[src/rtl/seg_pkg.sv]
// Shared glyph table, digit-select constants and handshake state type for the
// 4-digit multiplexed 7-segment scan controller.
package seg_pkg;

    // Active-low segments {dp, g..a}; dp is off in every glyph constant.
    localparam logic [7:0] SEG_0   = 8'hC0;
    localparam logic [7:0] SEG_1   = 8'hF9;
    localparam logic [7:0] SEG_2   = 8'hA4;
    localparam logic [7:0] SEG_3   = 8'hB0;
    localparam logic [7:0] SEG_4   = 8'h99;
    localparam logic [7:0] SEG_5   = 8'h92;
    localparam logic [7:0] SEG_6   = 8'h82;
    localparam logic [7:0] SEG_7   = 8'hF8;
    localparam logic [7:0] SEG_8   = 8'h80;
    localparam logic [7:0] SEG_9   = 8'h90;
    localparam logic [7:0] SEG_A   = 8'h88;
    localparam logic [7:0] SEG_B   = 8'h83;
    localparam logic [7:0] SEG_C   = 8'hC6;
    localparam logic [7:0] SEG_D   = 8'hA1;
    localparam logic [7:0] SEG_E   = 8'h86;
    localparam logic [7:0] SEG_F   = 8'h8E;
    localparam logic [7:0] SEG_OFF = 8'hFF;

    localparam logic [3:0] COM_OFF = 4'hF;

    typedef enum logic {
        IDLE,
        PENDING
    } hs_state_t;

    function automatic logic [7:0] seg_glyph(input logic [3:0] nib);
        logic [7:0] g;
        g = SEG_OFF;
        case (nib)
            4'h0: g = SEG_0;
            4'h1: g = SEG_1;
            4'h2: g = SEG_2;
            4'h3: g = SEG_3;
            4'h4: g = SEG_4;
            4'h5: g = SEG_5;
            4'h6: g = SEG_6;
            4'h7: g = SEG_7;
            4'h8: g = SEG_8;
            4'h9: g = SEG_9;
            4'hA: g = SEG_A;
            4'hB: g = SEG_B;
            4'hC: g = SEG_C;
            4'hD: g = SEG_D;
            4'hE: g = SEG_E;
            4'hF: g = SEG_F;
            default: g = SEG_OFF;
        endcase
        return g;
    endfunction

endpackage

[src/rtl/seg7_decode.sv]
// Combinational hex nibble + decimal point to active-low {dp, g..a} segments.
module seg7_decode
    import seg_pkg::*;
(
    input  logic [3:0] nibble_i,
    input  logic       dp_i,
    output logic [7:0] seg_o
);

    // Glyph constants carry dp off (bit 7 = 1), so masking bit 7 lights it.
    assign seg_o = {~dp_i, 7'h7F} & seg_glyph(nibble_i);

endmodule

[src/rtl/seg_scan_ctrl.sv]
// Scan controller for a 4-digit multiplexed 7-segment display: slot/frame timing,
// anti-ghost blanking, brightness, blink, and a frame-aligned req/ack word update.
module seg_scan_ctrl
    import seg_pkg::*;
#(
    parameter int SLOT_DIV     = 12500,
    parameter int BLANK_CYC    = 64,
    parameter int BLINK_FRAMES = 64
) (
    input  logic        clk,
    input  logic        reset,
    input  logic        wr_req,
    input  logic [15:0] wr_digits,
    input  logic [3:0]  wr_dp,
    input  logic [3:0]  wr_blink,
    input  logic [1:0]  bright,
    output logic        wr_ack,
    output logic        frame_tick,
    output logic [3:0]  com,
    output logic [7:0]  data
);

    localparam int SLOT_W  = (SLOT_DIV > 1) ? $clog2(SLOT_DIV) : 1;
    localparam int FRAME_W = (BLINK_FRAMES > 1) ? $clog2(BLINK_FRAMES) : 1;
    localparam int Q       = (SLOT_DIV - BLANK_CYC) / 4;

    logic [SLOT_W-1:0]  slot_cnt_q, slot_cnt_d;
    logic [1:0]         idx_q, idx_d;
    logic [FRAME_W-1:0] frame_cnt_q, frame_cnt_d;
    logic               blink_hidden_q, blink_hidden_d;
    hs_state_t          state_q, state_d;
    logic [15:0]        shadow_digits_q, active_digits_q;
    logic [3:0]         shadow_dp_q, active_dp_q;
    logic [3:0]         shadow_blink_q, active_blink_q;
    logic [3:0]         com_q, com_d;
    logic [7:0]         data_q, data_d;

    logic        slot_last, tick, capture, apply;
    logic        in_blank, in_lit;
    logic [31:0] slot_ext, lit_end;
    logic [3:0]  cur_nib;
    logic [7:0]  cur_seg;

    assign slot_last = (slot_cnt_q == SLOT_W'(SLOT_DIV - 1));
    assign tick      = slot_last && (idx_q == 2'd3);

    always_comb begin
        slot_cnt_d     = slot_last ? '0 : slot_cnt_q + SLOT_W'(1);
        idx_d          = slot_last ? idx_q + 2'd1 : idx_q;
        frame_cnt_d    = frame_cnt_q;
        blink_hidden_d = blink_hidden_q;
        if (tick) begin
            if (frame_cnt_q == FRAME_W'(BLINK_FRAMES - 1)) begin
                frame_cnt_d    = '0;
                blink_hidden_d = ~blink_hidden_q;
            end else begin
                frame_cnt_d = frame_cnt_q + FRAME_W'(1);
            end
        end
    end

    // The shadow is frozen while PENDING; the copy to active lands on the
    // frame-tick edge so the new word starts exactly at slot 0 of the next frame.
    always_comb begin
        state_d = state_q;
        capture = 1'b0;
        apply   = 1'b0;
        case (state_q)
            IDLE: begin
                if (wr_req) begin
                    capture = 1'b1;
                    state_d = PENDING;
                end
            end
            PENDING: begin
                if (tick) begin
                    apply   = 1'b1;
                    state_d = IDLE;
                end
            end
            default: state_d = IDLE;
        endcase
    end

    assign cur_nib = active_digits_q[{idx_q, 2'b00} +: 4];

    seg7_decode u_dec (
        .nibble_i (cur_nib),
        .dp_i     (active_dp_q[idx_q]),
        .seg_o    (cur_seg)
    );

    assign slot_ext = 32'(slot_cnt_q);
    assign lit_end  = 32'(BLANK_CYC) + 32'(Q) * (32'(bright) + 32'd1);
    assign in_blank = (slot_ext < 32'(BLANK_CYC));
    assign in_lit   = !in_blank && (slot_ext < lit_end);

    always_comb begin
        com_d = COM_OFF;
        if (in_lit && !(blink_hidden_q && active_blink_q[idx_q])) begin
            com_d[idx_q] = 1'b0;
        end
        // Segments only move while every digit is dark, avoiding ghosting.
        data_d = in_blank ? cur_seg : data_q;
    end

    always_ff @(posedge clk) begin
        if (reset) begin
            slot_cnt_q      <= '0;
            idx_q           <= 2'd0;
            frame_cnt_q     <= '0;
            blink_hidden_q  <= 1'b0;
            state_q         <= IDLE;
            shadow_digits_q <= 16'h0000;
            shadow_dp_q     <= 4'h0;
            shadow_blink_q  <= 4'h0;
            active_digits_q <= 16'h0000;
            active_dp_q     <= 4'h0;
            active_blink_q  <= 4'h0;
            com_q           <= COM_OFF;
            data_q          <= SEG_OFF;
        end else begin
            slot_cnt_q     <= slot_cnt_d;
            idx_q          <= idx_d;
            frame_cnt_q    <= frame_cnt_d;
            blink_hidden_q <= blink_hidden_d;
            state_q        <= state_d;
            com_q          <= com_d;
            data_q         <= data_d;
            if (capture) begin
                shadow_digits_q <= wr_digits;
                shadow_dp_q     <= wr_dp;
                shadow_blink_q  <= wr_blink;
            end
            if (apply) begin
                active_digits_q <= shadow_digits_q;
                active_dp_q     <= shadow_dp_q;
                active_blink_q  <= shadow_blink_q;
            end
        end
    end

    assign com        = com_q;
    assign data       = data_q;
    assign wr_ack     = apply;
    assign frame_tick = tick;

endmodule

[config.mk]
export PLATFORM = sky130hd
export DESIGN_NAME = seg_scan_ctrl
export DESIGN_NICKNAME = d
export VERILOG_FILES = /design/src/rtl/seg_pkg.sv /design/src/rtl/seg7_decode.sv /design/src/rtl/seg_scan_ctrl.sv
export SDC_FILE = /design/constraint.sdc
export NUM_CORES = 1
export LEC_CHECK = 0
export CAP_MARGIN = 20
export CORE_ASPECT_RATIO = 0.9
export CORE_MARGIN = 3
export CORE_UTILIZATION = 50
export CTS_CLUSTER_SIZE = 12
export DETAILED_ROUTE_END_ITERATION = 10
export PLACE_DENSITY = 0.72
export SYNTH_ARGS = -nofsm -noshare
export SYNTH_HDL_FRONTEND = slang
export SYNTH_SLANG_ARGS = --single-unit
[constraint.sdc]
create_clock -name clk -period 4.4 [get_ports clk]
set_input_delay 0.66 -clock clk [delete_from_list [all_inputs] [get_ports clk]]
set_output_delay 0.66 -clock clk [all_outputs]
set_load 0.03 [all_outputs]
# Word-level counts from Yosys, hierarchy flattened
# Memory sizes are Yosys's and may differ from the RTL's.
# Index checks and enable logic that the tools add are counted.
[word_totals] register_bits=84 latch_bits=0 ram_bits=0 rom_bits=112 inputBits=29 output_inout_bits=14 elab_cells=57 memories=1
[op_classes] n_addsub=5 n_mul=1 div=0 magnitude_cmp=4 n_eq_ne=3 n_shift=1 mux=13 bitwise=6 reduce_logical=10
[mem_list] name="(no name shown)" words=16 width=7 read_ports=1 rd_ports_with_merged_regs=0 write_ports=0 line_no="seg_pkg.sv:34" rtl="case (nib)"
[ops] operator="adder 7 x 15 -> 16 bit (first input constant)" n=1
[ops] operator="< comparator 14 x 16 -> 1 bit" n=1
[ops] operator="variable part select 16 x 5 -> 4 bit" n=1
[ops] operator="multiplier 12 x 3 -> 15 bit (first input constant)" n=1
[ops] operator="adder 14 x 1 -> 14 bit (second input constant)" n=1
[ops] operator="equality test 14 bit (second input constant)" n=1
[ops] operator="< comparator 14 x 7 -> 1 bit (second input constant)" n=1
[ops] operator="AND 8 bit" n=1
[ops] operator="two-way mux 1 bit" n=8
[ops] operator="adder 6 x 1 -> 6 bit (second input constant)" n=1
[ops] operator="equality test 6 bit (second input constant)" n=1
[ops] operator="two-way mux 6 bit" n=1
[ops] operator="logical AND 1 bit" n=5
[ops] operator="binary-select mux 1 bit (select 2 bit)" n=2
[ops] operator="inverter 1 bit" n=4
[ops] operator="inverter 4 bit" n=1
[ops] operator="OR reduction 2 bit" n=2
[ops] operator="adder 2 x 1 -> 3 bit (second input constant)" n=1
[ops] operator="< comparator 2 x 3 -> 1 bit (second input constant)" n=1
[ops] operator="adder 2 x 1 -> 2 bit (second input constant)" n=1
[ops] operator="demux 1 bit (select 2 bit)" n=1
[ops] operator="equality test 2 bit (second input constant)" n=1
[ops] operator=">= comparator 2 x 1 -> 1 bit (second input constant)" n=1
[ops] operator="zero test 1 bit" n=2
[ops] operator="other kinds (2)" n=2

# Depth between registers and ports, before layout
# Gate-level depths: netlist (run 1).
[logic_depth] word_depth=8 mapped_depth=12 mapped_depth_nobuf=12

# Modules after synthesis
# From an unflattened synthesis (run 1), not the netlist that was laid out.
[unflattened] cells_unflattened=488 hier_area_um2=4137.7
[by_module_without_submodules] module="seg_scan_ctrl" instances=1 cells_each=454 area_per_inst_um2=3865.0 seq_area_each_um2=1681.6
[by_module_without_submodules] module="seg7_decode" instances=1 cells_each=34 area_per_inst_um2=272.8 seq_area_each_um2=0.0

# Least setup slack after synthesis (run 1)
# Ideal clock, no wire load.
[synth_timing] kind="in2reg" from="input port bright[0]" to="register com_q[0], in the netlist com[0]" setup_ns=0.144 arrival_ns=2.355 required_ns=4.256 path_slack_ns=1.901 cell_stages=11 path_buffers=0 cell_sequence="inv_1 -> ha_1 -> nand2_1 -> nor2_1 -> ha_1 -> inv_1 -> ha_1 -> o2111ai_1 -> a21oi_1 -> o31ai_1 -> nand4_1"
[synth_via] elab_chain_cells=8
[synth_rtl] element="start: declaration" line_no="seg_scan_ctrl.sv:16" rtl="input logic [1:0] bright,"
[synth_rtl] element="adder 2 x 1 -> 3 bit" line_no="seg_scan_ctrl.sv:94" rtl="assign lit_end = 32'(BLANK_CYC) + 32'(Q) * (32'(bright) + 32'd1);"
[synth_rtl] element="multiplier 12 x 3 -> 15 bit" line_no="seg_scan_ctrl.sv:94"
[synth_rtl] element="adder 7 x 15 -> 16 bit" line_no="seg_scan_ctrl.sv:94"
[synth_rtl] element="< comparator 14 x 16 -> 1 bit" line_no="seg_scan_ctrl.sv:96" rtl="assign in_lit = !in_blank && (slot_ext < lit_end);"
[synth_rtl] element="logical AND 1 bit" line_no="seg_scan_ctrl.sv:96"
[synth_rtl] element="logical AND 1 bit" line_no="seg_scan_ctrl.sv:100" rtl="if (in_lit && !(blink_hidden_q && active_blink_q[idx_q])) begin"
[synth_rtl] element="inverter 1 bit (no source line)"
[synth_rtl] element="OR reduction 2 bit (no source line)"
[synth_rtl] element="end signal: assignment" line_no="seg_scan_ctrl.sv:128" rtl="com_q <= com_d;"
[synth_rtl] element="end: declaration" line_no="seg_scan_ctrl.sv:35" rtl="logic [3:0] com_q, com_d;"
# No other way between the ends.
# A chain may end at the register's enable or synchronous reset.

# Worst setup path after layout (run 1)
[layout_timing] from="register slot_cnt_q[0]" to="output port wr_ack"
[layout_via] elab_chain_cells=4
[layout_rtl] element="start: declaration" line_no="seg_scan_ctrl.sv:27" rtl="logic [SLOT_W-1:0] slot_cnt_q, slot_cnt_d;"
[layout_rtl] element="start signal: assignment" line_no="seg_scan_ctrl.sv:123" rtl="slot_cnt_q <= slot_cnt_d;"
[layout_rtl] element="equality test 14 bit" line_no="seg_scan_ctrl.sv:44" rtl="assign slot_last = (slot_cnt_q == SLOT_W'(SLOT_DIV - 1));"
[layout_rtl] element="logical AND 1 bit" line_no="seg_scan_ctrl.sv:45" rtl="assign tick = slot_last && (idx_q == 2'd3);"
[layout_rtl] element="two-way mux 1 bit" line_no="seg_scan_ctrl.sv:76" rtl="if (tick) begin"
[layout_rtl] element="two-way mux 1 bit" line_no="seg_scan_ctrl.sv:68" rtl="case (state_q)"
[layout_rtl] element="end: declaration" line_no="seg_scan_ctrl.sv:17" rtl="output logic wr_ack,"
# No other way between the ends.

==> results.ini, run 1 <==
[setup_path]
cp_max_fo=26
crit_path_end_kind=output pin
required_ns=3.74
timing.rr.end=data[0]
crit_top_cell=buf_4
cp-start-kind=flip-flop
critPathKind=reg2out
max_stage_delay_ns=0.67
reg2reg_depth=9
arrival_ns=2.90
startpoint=slot_cnt_q[0]
critical_path.slowest_cell=clkdlybuf4s50_1
crit_chain=ha_1 > nor4bb_1 > and4b_1 > buf_4 > nand3_1 > buf_4 > inv_1 > clkdlybuf4s50_1
r2r_slack_ns=2.06
reg2reg_from=idx_q[0]

[sta]
fin_tns_setup_ns=0
final-max-slew-violation-count=0
finalSetupViolations=0
fmax_mhz=281.1
worstMarginPinSlew_ns=0.8169
hold_viol=0
grt_setup_unrepaired=no
final.period_utilization_pct=80.86
layout_min_cycle_time_ns=3.558
max-slew-margin-rel_pct=45.41
fin_worst_skew_ns=0.01110
setup_ws_ns=0.8421

[clocking]
insertion_delay_ns=0.36
clock_sinks=84
cts-resized-gates=0
ctsHoldBuffers=0
clock-root-buffer=clkbuf_8
postCtsSetupRepairBufs=0
clkTransAtPathRegs_ns=0.08
htree_levels=3
cts_buffers=9
clock_path_buffers=2
cts_tree=yes

[layout]
antenna_cells=0
drive_above_1_share_pct=7.292
regArea_sq_mm=0.001682
nets=536
fill_cells=687
multiInputGateArea_sq_mm=0.002146
synthToLayoutAreaGrowth_pct=17.18

[worst_hold_path]
min_to=shadow_dp_q[3]
min_path_cells=2
hold_class=reg2reg
holdCritStartpoint=shadow_dp_q[3]

[synthesis]
synth_edf_count=0
syn_avg_cell_area_sq_um=9.065
yosys.area.top_type_share_pct=42.07
synthTopCellsByArea=dfxtp_1 (42%), ha_1 (10%), mux2i_1 (7.0%)
ys_ff_latch=84
yosysTopAreaCell=dfxtp_1
synth-seq-area-share_pct=42.07
netlist_area_sq_mm=0.003998
synthFlopType=dfxtp_1
ys_warn_count=0
async_flop_share_pct=0
post-synth-top-count-cell=dfxtp_1
synth_cell_type_count=52
synth_fp_nets=502
synthTopCellsByCount=dfxtp_1 (84), nand2_1 (65), nor2_1 (51), a21oi_1 (42), ha_1 (32)
synthCells=441

[floorplan]
dieArea_sq_mm=0.009105
coreArea_sq_mm=0.007657
fp.dieW_um=100.3
rows=30
initial_utilization_pct=52.21
ios=43
die_h_um=90.83

[grt]
globalRouteTotalUtil_pct=17.78
grt_first_pass_wirelength_um=13340
grt_pass1_vias=2951
grt_antenna_before_repair=0
grt_max_degree=51
grt_overflow=0

[detailed_routing]
wire_per_inst_um=13.25
drt_iter0_markers=113
vias=3054
routed_via_density=5.302
drc=0
ant_nets=0
dr.pass1.iters=4
drt_wl_total_um=7631

[power_and_ir_drop]
p_leak_nw=2.022
ir_worst_vdd_v=0.0002167
power_mw=1.513
power_density_mw_per_mm2=323.0

[run_status]
status=finished, final reports clean

[placed_design]
dpl.hpwl_um=5407
place.gp.congestion=0.8972
numPortBuffers=42
pre_cts_ws_ns=0.8556

[flow_run]
drv_cap=0

kinds of logic (layout without fill, tap and decap cells):
family,after synthesis,count (layout),synth area share [%]
and+or+nand+nor,163,163,18.84
DFF,84,84,42.07
AOI/OAI and AO/OA,67,67,9.828
buffers and inverters,40,79,4.257
muxes,36,36,10.95
adders and majority gates,32,32,10.02
xor gates and xnor gates,18,18,3.944
other,1,1,0.09381
per-layer routing:
metal | part of all wire [%] | global-route usage (%) | vias up
met5 | 0 | 0 | -
met2 | 47 | 29.47 | 47
li1 | - | - | 1573
met4 | 1.1 | 4.153 | 0
met1 | 48 | 22.74 | 1423
met3 | 4.2 | 5.174 | 11
cell type report:
cell class	instances	area share (%)
Clock buffer	10	2.724
Inverter	16	1.282
Clock inverter	6	2.057
Multi-Input combinational cell	317	45.81
Sequential cell	84	35.90
Timing Repair Buffer	47	9.669
Tap cell	96	2.564
worst max path at each step:
stage              to  slack [ns]  cells past startpoint
2_1_floorplan  com[0]        1.90                     11
3_3_place_gp   com[0]        0.98                     12
3_5_place_dp   com[2]        0.86                     12
4_1_cts        wr_ack        0.81                      8
5_1_grt        wr_ack        0.66                      8
6_report       wr_ack        0.84                      8
placed cells by master (no fill, tap or decap), types with 6 or more instances in the layout:
| master | synthesis | routed |
|---|---|---|
| ha_1 | 32 | 32 |
| o21ai_0 | 9 | 9 |
| nand4_1 | 6 | 6 |
| clkbuf_8 | 0 | 9 |
| clkdlybuf4s50_1 | 0 | 41 |
| mux2i_1 | 28 | 28 |
| dfxtp_1 | 84 | 84 |
| xor2_1 | 14 | 14 |
| nand2_1 | 65 | 65 |
| a21oi_1 | 42 | 42 |
| nand3_1 | 13 | 13 |
| mux4_2 | 6 | 6 |
| inv_1 | 16 | 16 |
| nor2_1 | 51 | 51 |
sequential cells by signal, summed over array words and instances, names as in the netlist:
name / flops
blink_hidden_q: 1
data: 8
active_digits_q: 16
com: 4
frame_cnt_q: 6
state_q: 1
slot_cnt_q: 14
shadow_dp_q: 4
active_dp_q: 4
active_blink_q: 4
shadow_blink_q: 4
shadow_digits_q: 16
idx_q: 2
per-stage QoR:
| step | util (%) | std cells | area, sq um | hold WS [ns] |
|---|---|---|---|---|
| 5_1_grt | 61.18 | 576 | 4684 | 0.4718 |
| 6_report | 61.18 | 576 | 4684 | 0.4574 |
| 4_1_cts | 61.18 | 576 | 4684 | 0.4587 |
| 2_1_floorplan | - | 441 | 3998 | 0.4357 |
| 3_5_place_dp | 58.25 | 560 | 4461 | 0.4465 |
| 3_3_place_gp | 58.25 | 560 | 4461 | 0.4423 |
critical path: cells and delay by family, from the launching register on:
family,cells,cell delay (ns)
buf+inv,4,1.25
flops,1,0.45
fa+ha+maj,1,0.26
simple gates,3,0.59
report_power, final:
group	internal (mW)	switching (mW)
registers	0.778	0.0122
logic	0.0521	0.0581
clock network	0.327	0.286
total	1.16	0.356
No activity file was read; power rests on OpenSTA's default activity.
==> run 2: changes to the inputs <==
--- a/config.mk
+++ b/config.mk
@@ -11,7 +11,7 @@
 export CORE_UTILIZATION = 50
 export CTS_CLUSTER_SIZE = 12
 export DETAILED_ROUTE_END_ITERATION = 10
-export PLACE_DENSITY = 0.72
+export PLACE_DENSITY = 0.75
 export SYNTH_ARGS = -nofsm -noshare
 export SYNTH_HDL_FRONTEND = slang
 export SYNTH_SLANG_ARGS = --single-unit
==> constraint.sdc (replaced) <==
create_clock -name clk -period 2.9 [get_ports clk]
set_input_delay 0.435 -clock clk [delete_from_list [all_inputs] [get_ports clk]]
set_output_delay 0.435 -clock clk [all_outputs]
set_load 0.03 [all_outputs]
==> results.ini, run 2 (synthesis gave the netlist of run 1 again) <==
[sta]
hold_viol=0  ; unchanged
fin_tns_setup_ns=0  ; unchanged
fin_worst_skew_ns=0.006011  ; was 0.01110 ns
worstMarginPinSlew_ns=0.7930  ; was 0.8169 ns
max-slew-margin-rel_pct=47.00  ; was 45.41%
layout_min_cycle_time_ns=2.695
final-max-slew-violation-count=0  ; unchanged
final.period_utilization_pct=92.94
finalSetupViolations=0  ; unchanged
grt_setup_unrepaired=no  ; unchanged
fmax_mhz=371.0
fin_worst_hold_slack_ns=0.4619  ; was 0.4574 ns

[clocking]
postCtsSetupRepairBufs=0  ; unchanged
clock_path_buffers=2  ; unchanged
cts_buffers=9  ; unchanged
clock_sinks=84  ; unchanged
clock-root-buffer=clkbuf_8  ; unchanged
htree_levels=3  ; unchanged
clkTransAtPathRegs_ns=0.08  ; about the same
cts_tree=yes  ; unchanged
insertion_delay_ns=0.36  ; about the same

[setup_path]
required_ns=2.47  ; was 3.74 ns
r2r_slack_ns=0.50  ; was 2.06 ns
cp_max_fo=9  ; was 26
crit_path_end_kind=output pin  ; unchanged
critPathKind=reg2out  ; unchanged
reg2reg_from=idx_q[0]  ; unchanged
reg2reg_depth=9  ; unchanged
timing.rr.end=data[0]  ; unchanged
cp-start-kind=flip-flop  ; unchanged
arrival_ns=2.26  ; was 2.90 ns

[worst_hold_path]
holdCritStartpoint=shadow_digits_q[15]  ; was shadow_dp_q[3]
hold_class=reg2reg  ; unchanged
min_to=shadow_digits_q[15]  ; was shadow_dp_q[3]
min_path_cells=2  ; unchanged

[grt]
grt_overflow=0  ; unchanged
globalRouteTotalUtil_pct=17.81  ; was 17.78%
grt_first_pass_wirelength_um=13210  ; was 13340 um
grt_antenna_before_repair=0  ; unchanged
grt_pass1_vias=2898  ; was 2951
grt_max_degree=42  ; was 51

[detailed_routing]
vias=3064  ; was 3054
drt_wl_total_um=7893  ; was 7631 um
dr.pass1.iters=4  ; unchanged
drc=0  ; unchanged
drt_iter0_markers=103  ; was 113
routed_via_density=5.283  ; was 5.302
wire_per_inst_um=13.61  ; was 13.25 um
ant_nets=0  ; unchanged

[floorplan]
dieArea_sq_mm=0.009105  ; unchanged
fp.dieW_um=100.3  ; unchanged
ios=43  ; unchanged
die_h_um=90.83  ; unchanged
initial_utilization_pct=52.21  ; unchanged
coreArea_sq_mm=0.007657  ; unchanged
rows=30  ; unchanged

[power_and_ir_drop]
power_mw=2.211  ; was 1.513 mW
ir_worst_vdd_v=0.0002754  ; was 0.0002167 V
p_leak_nw=2.038  ; was 2.022 nW
power_density_mw_per_mm2=471.8  ; was 323.0 mW/mm^2

[layout]
drive_above_1_share_pct=8.264  ; was 7.292%
antenna_cells=0  ; unchanged
reg_top3=active_digits_q: 16 flops, shadow_digits_q: 16 flops, slot_cnt_q: 14 flops  ; unchanged
utilization_pct=61.19  ; was 61.18%
final_cell_mix=dfxtp_1 (84), nand2_1 (65), nor2_1 (51), a21oi_1 (42), clkdlybuf4s50_1 (39)  ; was dfxtp_1 (84), nand2_1 (65), nor2_1 (51), a21oi_1 (42), clkdlybuf4s50_1 (41)
nets=540  ; was 536
synthToLayoutAreaGrowth_pct=17.21  ; was 17.18%
final_common_cell=dfxtp_1  ; unchanged

[placed_design]
place.gp.congestion=0.9005  ; was 0.8972
numPortBuffers=42  ; unchanged
dpl.hpwl_um=5722  ; was 5407 um

[flow_run]
drv_cap=0  ; unchanged

[run_status]
status=finished, final reports clean  ; unchanged

==> run 2: cell count changes in the layout (fill, tap and decap cells not counted), sizes merged <==
| cell | before | now |
|---|---|---|
| clkdlybuf4s50 | 41 | 39 |
| bufinv | 2 | 1 |
| buf | 6 | 11 |
| clkinv | 1 | 2 |
| dlygate4sd2 | 0 | 1 |
==> run 2: critical path: stages, from the launching register on <==
cell      delay [ns]
dfxtp_1         0.43
ha_1            0.26
nor4bb_1        0.26
and4b_1         0.36
buf_4           0.24
nand3_1         0.12
inv_1           0.08
buf_4           0.15
==> run 2: cell type report <==
class	instances	area (sq um)
fill	707	2972
tap	96	120.1
inverter	16	60.06
sequential	84	1682
clock inverter	6	71.32
multi-input combinational	317	2146
clock buffer	10	127.6
timing repair buffer	51	479.2
==> run 2: report_power, final <==
part	internal (mW)	switching, mW	total, mW
registers	1.18	0.0186	1.20
clock network	0.407	0.435	0.842
logic	0.0811	0.0882	0.169
total	1.67	0.542	2.21
==> run 2: what timing repair did <==
action                     CTS  global route
setup endpoints to repair    1             0
hold buffers                 0             0
gates resized for setup      1             0
==> run 2: metal layers <==
metal	part of all wire, %	global-route usage [%]	vias to the layer above	wire length (um)
met5	0	0	-	0
met4	1.2	5.724	0	97
met3	3.2	4.247	9	256
met2	47	29.30	41	3685
met1	49	22.86	1438	3853
li1	-	-	1576	-
==> run 2: metrics by stage <==
step	area, sq um	worst slack, ns	instances
after floorplan	3998	0.6255	441
after global placement	4488	0.07688	564
after detailed placement	4488	0.04671	564
after CTS	4686	0.2189	580
after global routing	4686	0.09295	580
final	4686	0.2046	580
==> run 2: worst max path at each step <==
stage,from,to,cells past startpoint
6_report,slot_cnt_q[0],wr_ack,7
5_1_grt,slot_cnt_q[0],wr_ack,7
4_1_cts,slot_cnt_q[0],wr_ack,7
3_5_place_dp,bright[0],com[3],13
3_3_place_gp,bright[0],com[3],13
2_1_floorplan,bright[0],com[0],11
==> run 3: changes to the inputs <==
--- a/config.mk
+++ b/config.mk
@@ -11,7 +11,8 @@
 export CORE_UTILIZATION = 50
 export CTS_CLUSTER_SIZE = 12
 export DETAILED_ROUTE_END_ITERATION = 10
-export PLACE_DENSITY = 0.75
+export PLACE_DENSITY = 0.74
 export SYNTH_ARGS = -nofsm -noshare
 export SYNTH_HDL_FRONTEND = slang
+export SYNTH_HIERARCHICAL = 1
 export SYNTH_SLANG_ARGS = --single-unit
==> results.ini, run 3 <==
[run_status]
status=finished, final reports clean  ; unchanged

[detailed_routing]
wire_per_inst_um=15.37  ; was 13.61 um
drt_wl_total_um=9450  ; was 7893 um
vias=3573  ; was 3064
ant_nets=0  ; unchanged
routed_via_density=5.810  ; was 5.283
dr.pass1.iters=4  ; unchanged
drt_iter0_markers=231  ; was 103
drc=0  ; unchanged

[setup_path]
arrival_ns=2.33  ; was 2.26 ns
cp-start-kind=flip-flop  ; unchanged
crit_chain=or4_4 > or4_4 > nor2_1 > buf_4  ; was ha_1 > nor4bb_1 > and4b_1 > buf_4 > nand3_1 > inv_1 > buf_4
cp_max_fo=21  ; was 9
max_stage_delay_ns=0.63  ; was 0.43 ns
required_ns=2.47  ; about the same
critPathKind=reg2out  ; unchanged
critical_path.slowest_cell=or4_4  ; was dfxtp_1
crit_top_cell=or4_4  ; was buf_4
crit_path_end_kind=output pin  ; unchanged

[synthesis]
synthTopCellsByArea=dfxtp_1 (41%), ha_1 (9.7%), a21oi_1 (7.7%)  ; was dfxtp_1 (42%), ha_1 (10%), mux2i_1 (7.0%)
synth-seq-area-share_pct=40.64  ; was 42.07%
synthCells=488  ; was 441
synth_edf_count=0  ; unchanged
synthFlopType=dfxtp_1  ; unchanged
synthTopCellsByCount=dfxtp_1 (84), a21oi_1 (64), nand2_1 (61), nand4_1 (35), o21ai_0 (33)  ; was dfxtp_1 (84), nand2_1 (65), nor2_1 (51), a21oi_1 (42), ha_1 (32)
async_flop_share_pct=0  ; unchanged
yosysTopAreaCell=dfxtp_1  ; unchanged
yosys.area.top_type_share_pct=40.64  ; was 42.07%
post-synth-top-count-cell=dfxtp_1  ; unchanged
syn_avg_cell_area_sq_um=8.479  ; was 9.065 sq um
netlist_area_sq_mm=0.004138  ; was 0.003998 sq mm
synth_fp_nets=549  ; was 502
ys_ff_latch=84  ; unchanged
synth_cell_type_count=40  ; was 52
ys_warn_count=6  ; was 0

[layout]
fill_cells=681  ; was 707
drive_above_1_share_pct=7.900  ; was 8.264%
finalNonFillerCells=615  ; was 580
synthToLayoutAreaGrowth_pct=16.96  ; was 17.21%
reg_top3=active_digits_q: 16 flops, shadow_digits_q: 16 flops, slot_cnt_q: 14 flops  ; unchanged
antenna_cells=0  ; unchanged
final_cell_mix=dfxtp_1 (83), a21oi_1 (64), nand2_1 (61), clkdlybuf4s50_1 (39), nand4_1 (35)  ; was dfxtp_1 (84), nand2_1 (65), nor2_1 (51), a21oi_1 (42), clkdlybuf4s50_1 (39)
nets=575  ; was 540
final_common_cell=dfxtp_1  ; unchanged

[grt]
grt_max_degree=30  ; was 42
top_usage_layer=met2  ; unchanged
met1_usage_pct=28.92  ; was 22.86%
grt_pass1_vias=3339  ; was 2898
grt_antenna_before_repair=0  ; unchanged
grt_first_pass_wirelength_um=15660  ; was 13210 um
use_met2_pct=31.37  ; was 29.30%
grt_use_met3_pct=5.346  ; was 4.247%
grt_overflow=0  ; unchanged
globalRouteTotalUtil_pct=20.72  ; was 17.81%

[placed_design]
numPortBuffers=42  ; unchanged
place.gp.congestion=0.9614  ; was 0.9005
dp.cells=599  ; was 564
dpl.hpwl_um=6561  ; was 5722 um

[sta]
final-max-slew-violation-count=0  ; unchanged
fin_worst_skew_ns=0.01480  ; was 0.006011 ns
hold_viol=0  ; unchanged
worstMarginPinSlew_ns=0.8080  ; was 0.7930 ns
finalSetupViolations=0  ; unchanged
layout_min_cycle_time_ns=2.760  ; was 2.695 ns
fmax_mhz=362.3  ; was 371.0 MHz
max-slew-margin-rel_pct=46.00  ; was 47.00%
final.period_utilization_pct=95.19  ; was 92.94%
grt_setup_unrepaired=no  ; unchanged
fin_worst_hold_slack_ns=0.4598  ; was 0.4619 ns

[clocking]
postCtsSetupRepairBufs=0  ; unchanged
insertion_delay_ns=0.36  ; about the same
clock_sinks=84  ; unchanged
clock_path_buffers=2  ; unchanged
cts_tree=yes  ; unchanged
cts_buffers=9  ; unchanged
clkTransAtPathRegs_ns=0.09  ; was 0.08 ns
htree_levels=3  ; unchanged
clock-root-buffer=clkbuf_8  ; unchanged

[power_and_ir_drop]
p_leak_nw=1.838  ; was 2.038 nW
power_density_mw_per_mm2=497.1  ; was 471.8 mW/mm^2
ir_worst_vdd_v=0.0002776  ; was 0.0002754 V

[flow_run]
drv_cap=0  ; unchanged

[floorplan]
coreArea_sq_mm=0.007770  ; was 0.007657 sq mm
fp.dieW_um=101.9  ; was 100.3 um
die_h_um=92.30  ; was 90.83 um
initial_utilization_pct=53.25  ; was 52.21%
ios=43  ; unchanged
rows=30  ; unchanged
dieArea_sq_mm=0.009404  ; was 0.009105 sq mm

[worst_hold_path]
hold_class=reg2reg  ; unchanged

-- run 3: cell count changes after synthesis, moves of 5 or more --
cell,previous run,this run
a211o_1,1,9
a21oi_1,42,64
clkbuf_1,17,32
inv_1,16,23
mux2i_1,28,7
nand4_1,6,35
nor2_1,51,29
o21ai_0,9,33
or3_1,0,5
-- run 3: path summary, 6_finish.rpt --
check                      start                  end  cells past startpoint  slack (ns)
max                slot_cnt_q[8]               wr_ack                      4        0.14
min          shadow_digits_q[14]  shadow_digits_q[14]                      2        0.46
max reg2reg        slot_cnt_q[8]       frame_cnt_q[0]                      5        0.49
min reg2reg  shadow_digits_q[14]  shadow_digits_q[14]                      2        0.46
-- run 3: logic make-up after synthesis --
group                      synth area share (%)
AOI/OAI and AO/OA                         15.18
xor gates and xnor gates                  2.752
adders and majority gates                 9.676
buffers and inverters                     5.866
DFF                                       40.64
muxes                                     5.504
other                                   0.09063
and+or+nand+nor                           20.29
-- run 3: what timing repair did --
item / CTS / global route
resized for setup: 0 / 1
endpoints found under the setup margin: 0 / 1
hold buffers: 0 / 0
-- run 3: metrics by stage --
step / instance area (sq um) / power [mW] / util (%) / setup slack (ns) / TNS, ns
after floorplan: 4138 / 1.329 / - / 0.3249 / 0
after global placement: 4593 / 1.406 / 59.11 / 0.1317 / 0
after detailed placement: 4593 / 1.413 / 59.11 / -0.01178 / -0.03781
after CTS: 4838 / 2.420 / 62.27 / 0.08496 / 0
after global routing: 4840 / 2.495 / 62.29 / 0.04076 / 0
final: 4840 / 2.406 / 62.29 / 0.1396 / 0
-- run 3: worst max-delay path, delay by kind of cell (launching register included) --
family                 cells  cell delay [ns]
and+or+nand+nor            3             1.39
DFF                        1             0.38
buffers and inverters      1             0.19
-- run 3: routing by layer --
metal / up-vias / share of wire, % / wire length [um]
met5: - / 0 / 0
met4: 0 / 2.0 / 193
met3: 17 / 5.1 / 478
met2: 95 / 46 / 4359
met1: 1697 / 47 / 4418
li1: 1764 / - / -
-- run 3: report_power, final --
group / switching, mW / total, mW / internal (mW)
Clock: 0.440 / 1.02 / 0.580
Sequential: 0.0175 / 1.20 / 1.18
Combinational: 0.107 / 0.188 / 0.0812
Total: 0.565 / 2.41 / 1.84
-- run 3: area by class of cell --
type / count / area (sq um) / area share (%)
repair buffers: 52 / 485.5 / 10.03
clock inverters: 7 / 121.4 / 2.508
well taps: 96 / 120.1 / 2.482
clock buffers: 9 / 123.9 / 2.559
inverters: 23 / 86.33 / 1.784
flip-flops and latches: 84 / 1683 / 34.77
multi-input cells: 344 / 2220 / 45.86
